`config.mk`:
```
export PLATFORM = sky130hd
export DESIGN_NAME = sim_run_engine
export DESIGN_NICKNAME = d
export VERILOG_FILES = /design/src/rtl/sim_run_engine.sv
export SDC_FILE = /design/constraint.sdc
export NUM_CORES = 1
export LEC_CHECK = 0
export CAP_MARGIN = 10
export CORE_AREA = 2 2 112 114
export DETAILED_ROUTE_END_ITERATION = 8
export DIE_AREA = 0 0 114 116
export GPL_ROUTABILITY_DRIVEN = 1
export SYNTH_ARGS = -nofsm -noshare
export SYNTH_HDL_FRONTEND = slang
export SYNTH_SLANG_ARGS = --single-unit
export TNS_END_PERCENT = 5
```
`constraint.sdc`:
```
create_clock -name clk -period 3.15 [get_ports clk]
set_input_delay 0.63 -clock clk [delete_from_list [all_inputs] [get_ports clk]]
set_output_delay 0.63 -clock clk [all_outputs]
set_load 0.02 [all_outputs]
```
`src/rtl/sim_run_engine.sv`:
```
`default_nettype none
// ============================================================================
// sim_run_engine : LFSR-driven race between ask/bid queue depletion.
// Optional SIM_STEP_COUNT_EN adds a registered steps_out port.  Rev 1.0
// ============================================================================
module sim_run_engine #(
  parameter int unsigned MAX_STEPS = 1000
) (
  input  logic        clk,
  input  logic        rst,
  input  logic        start,
  input  logic [22:0] seed,
  input  logic [7:0]  qa,
  input  logic [7:0]  qb,
  input  logic [7:0]  mu_a,
  input  logic [7:0]  mu_b,
  output logic        busy,
  output logic        done,
  output logic        y
`ifdef SIM_STEP_COUNT_EN
  ,
  output logic [15:0] steps_out
`endif
);

  localparam logic [15:0] MAX_CNT = 16'(MAX_STEPS);

  typedef enum logic [1:0] {
    IDLE = 2'd0,
    RUN  = 2'd1,
    DONE = 2'd2
  } state_t;

  state_t      state;
  logic [22:0] lfsr;
  logic [7:0]  ask_q;
  logic [7:0]  bid_q;
  logic [7:0]  mu_a_r;
  logic [7:0]  mu_b_r;
  logic [15:0] steps;

  logic [22:0] lfsr_next;
  logic        terminate;
  logic        dec_a;
  logic        dec_b;

  assign lfsr_next = {lfsr[21:0], lfsr[22] ^ lfsr[17]};
  assign terminate = (ask_q == 8'd0) || (bid_q == 8'd0) || (steps == MAX_CNT);
  // Queues only move when nonzero so they can never wrap.
  assign dec_a     = (lfsr[7:0]  < mu_a_r) && (ask_q != 8'd0);
  assign dec_b     = (lfsr[15:8] < mu_b_r) && (bid_q != 8'd0);

  always_ff @(posedge clk or posedge rst) begin
    if (rst) begin
      state     <= IDLE;
      lfsr      <= 23'd1;
      ask_q     <= 8'd0;
      bid_q     <= 8'd0;
      mu_a_r    <= 8'd0;
      mu_b_r    <= 8'd0;
      steps     <= 16'd0;
      busy      <= 1'b0;
      done      <= 1'b0;
      y         <= 1'b0;
`ifdef SIM_STEP_COUNT_EN
      steps_out <= 16'd0;
`endif
    end else begin
      case (state)
        IDLE: begin
          done <= 1'b0;
          if (start) begin
            lfsr      <= (seed == 23'd0) ? 23'd1 : seed;
            ask_q     <= qa;
            bid_q     <= qb;
            mu_a_r    <= mu_a;
            mu_b_r    <= mu_b;
            steps     <= 16'd0;
            y         <= 1'b0;
            busy      <= 1'b1;
            state     <= RUN;
`ifdef SIM_STEP_COUNT_EN
            steps_out <= 16'd0;
`endif
          end
        end
        RUN: begin
          if (terminate) begin
            // A tie or a timeout leaves ask_q nonzero or bid_q zero, so y=0.
            y         <= (ask_q == 8'd0) && (bid_q != 8'd0);
            done      <= 1'b1;
            state     <= DONE;
`ifdef SIM_STEP_COUNT_EN
            steps_out <= steps;
`endif
          end else begin
            if (dec_a) ask_q <= ask_q - 8'd1;
            if (dec_b) bid_q <= bid_q - 8'd1;
            steps <= steps + 16'd1;
            lfsr  <= lfsr_next;
          end
        end
        DONE: begin
          done  <= 1'b0;
          busy  <= 1'b0;
          state <= IDLE;
        end
        default: begin
          done  <= 1'b0;
          busy  <= 1'b0;
          state <= IDLE;
        end
      endcase
    end
  end

endmodule
`default_nettype wire

```
==> run metrics <==
Synth area leaders=dfrtp_1 (46%), nand2_1 (7.4%), ha_1 (6.1%); P_int=2910 uW; dominant delay contributor by cell family on the critical path=simple AND/OR/NAND/NOR gates; Avg Inst Size Synth=8.82 um^2; WL final=10.2 mm; cell row count=40; unrepaired setup endpoints after global routing=no; Hold Slack=0.485 ns; switching share of power=39.5%; Leak=0.00222 uW; via count=3496; max_cap viols=0; TritonRoute pass-1 iters=4; total track usage=16.3%; Initial Util=34.4%; register bit total from synthesis=76; die width=114 um; Layout area overhead=24.6%; clock period minus worst slack=2.64 ns; Flop pwr share=36.9%; drt initial violations=196; chip height=116 um; critical-path cell list=nor4_1, nor4bb_1, nor3_2, nor2_4, inv_2, o221ai_1, nor2_1; Post-CTS Hold Buffers=0; Clock Sinks=76; Synth Flop Type=dfrtp_1; full die area=13200 um^2; clock network power share=20.4%; setup TNS=0 ns; cell count after placement=654; Synth Warn #=0; EDFF count, synth=0; syn nets=543; final setup vio count=0; clk buf depth=2; most instantiated library cell after synthesis=nand2_1; Root Buffer Master=clkbuf_16; Synth top area share=45.8%; NetSw=1900 uW; Yosys top cell by area=dfrtp_1; fin nets=596; Max stage delay on crit path=0.60 ns; initial antenna violation count=0; Residual DRC=0; Worst-Margin Slew=0.761 ns; R2R Setup Slk=0.51 ns; Slew Limit Headroom=49.2%; share of layout cells above drive strength 1=5.37%; port bufs=60; critical path peak fanout=49; first-pass GRT wire length=16.9 mm; Ports=61; CP required=3.37 ns; fillers=1165; Post-synth top cells=nand2_1 (81), dfrtp_1 (75), nor2_1 (46); power density over the cells=940 nW/um^2; CP startpoint kind=flop; CP max-delay cell=nor4bb_1; CP Buf/Inv Count=1; fin crit share=83.9%; Yosys cell types=55; Worst EP arrival=2.86 ns; clock skew=0.00518 ns; post-synthesis sequential area ratio=46.4%; Core Region=11900 um^2; CTS tree=built; Diodes inserted=0; DP Wirelength=7.34 mm; H-tree Lvls=3; routed wire length per instance=15.3 um; Final GP Congestion=0.827; f_max=0.378 GHz; final number of hold-violating endpoints=0; vias in the first global route=3399; Synth Cell Area=4100 um^2; outcome=finished clean; total gr overflow=0; max-slew violation count=0; Crit Path Class=reg -> reg; clock latency on the worst-skew pair=0.33 ns; Routed Antenna Nets=0; Synth async-reset ratio=100%; Setup Fix Bufs, Post-CTS=0; Mapped Cells=465; Layout Cells excl Fill=668; vias per cell=5.23; Crit. End Element=flop; HP Class=reg -> reg; largest net degree at the start of global routing=77; Gate power share=42.7%; CTS clk-pin slew, worst paths=0.06 ns; Gates resized, CTS repair=0; Peak VDD IR=422 uV; CTS Buf Count=9
[metrics by stage]
stage | setup slack, ns | area (um^2) | util, % | power, uW
2_1_floorplan | 0.583 | 4100 | - | 3270
3_3_place_gp | 0.655 | 4840 | 40.6 | 3770
3_5_place_dp | 0.555 | 4840 | 40.6 | 3840
4_1_cts | 0.532 | 5110 | 42.9 | 4840
5_1_grt | 0.242 | 5110 | 42.9 | 5230
6_report | 0.507 | 5110 | 42.9 | 4800
[state kept, by name (all words and copies together) (netlist names)]
register,cells
steps,16
state,2
ask_q,8
busy,1
lfsr,23
mu_a_r,8
done,1
mu_b_r,8
y,1
bid_q,8
[path summary, 6_finish.rpt]
path,startpoint,end,cells after the start
setup / recovery,ask_q[2],ask_q[5],7
setup reg to reg,ask_q[2],ask_q[5],7
hold reg to reg,lfsr[0],lfsr[0],2
hold / removal,lfsr[0],lfsr[0],2
max in group asynchronous,rst,lfsr[0],3
min in group asynchronous,rst,mu_a_r[3],3
[cell usage in the layout (no fill, tap or decap), drive strengths merged, types with 2 or more instances in the layout]
cell            n
nand3          17
buf             6
or3             4
a22oi           3
a211oi          4
clkdlybuf4s50  60
clkbuf         11
and3            8
nor3           10
nand2b          2
a2bb2oi         6
xor2           10
mux2i           5
o211ai          4
ha             20
nor2           47
or4             3
clkinv          2
dfrtp          75
inv            25
a31oi          20
o22ai           5
nand2          81
a21oi          14
nand4           9
o21ai          38
nor4           10
[worst reg2reg max path, stage by stage (launching register included)]
cell	delay, ns
dfrtp_1	0.44
nor4_1	0.43
nor4bb_1	0.60
nor3_2	0.25
nor2_4	0.17
inv_2	0.29
o221ai_1	0.29
nor2_1	0.06
[logic make-up after synthesis]
group,synth area share [%]
AND/OR/NAND/NOR,22.8
AO/OA/AOI/OAI,16.1
buffers and inverters,5.03
XOR/XNOR,2.35
flip-flops,46.4
adder cells (fa/ha/maj),6.10
multiplexers,1.22
[power groups by stage]
| stage | sequential (uW) | clock [uW] | combinational (uW) |
|---|---|---|---|
| 6_report | 1770 | 981 | 2050 |
| 3_5_place_dp | 1790 | 0 | 2050 |
| 5_1_grt | 1830 | 1040 | 2360 |
| 3_3_place_gp | 1770 | 0 | 2000 |
| 4_1_cts | 1770 | 1000 | 2060 |
| 2_1_floorplan | 1690 | 0 | 1580 |
[per-layer routing]
metal | GRT usage, % | up-vias | share of wire (%)
li1 | - | 1751 | -
met4 | 5.45 | 0 | 1.1
met3 | 3.45 | 9 | 4.4
met5 | 0 | - | 0
met2 | 25.0 | 78 | 46
met1 | 22.9 | 1658 | 49
[final cells by class]
cell class                 instances  area (um^2)  share of cell area (%)
multi-input combinational        340         2000                    39.1
sequential                        76         1900                    37.2
timing repair buffer              66          658                    12.9
clock buffer                      11          233                    4.55
tap                              147          184                    3.60
inverter                          25         93.8                    1.84
clock inverter                     3         40.0                   0.783
Power figures use the tool's default switching activity.
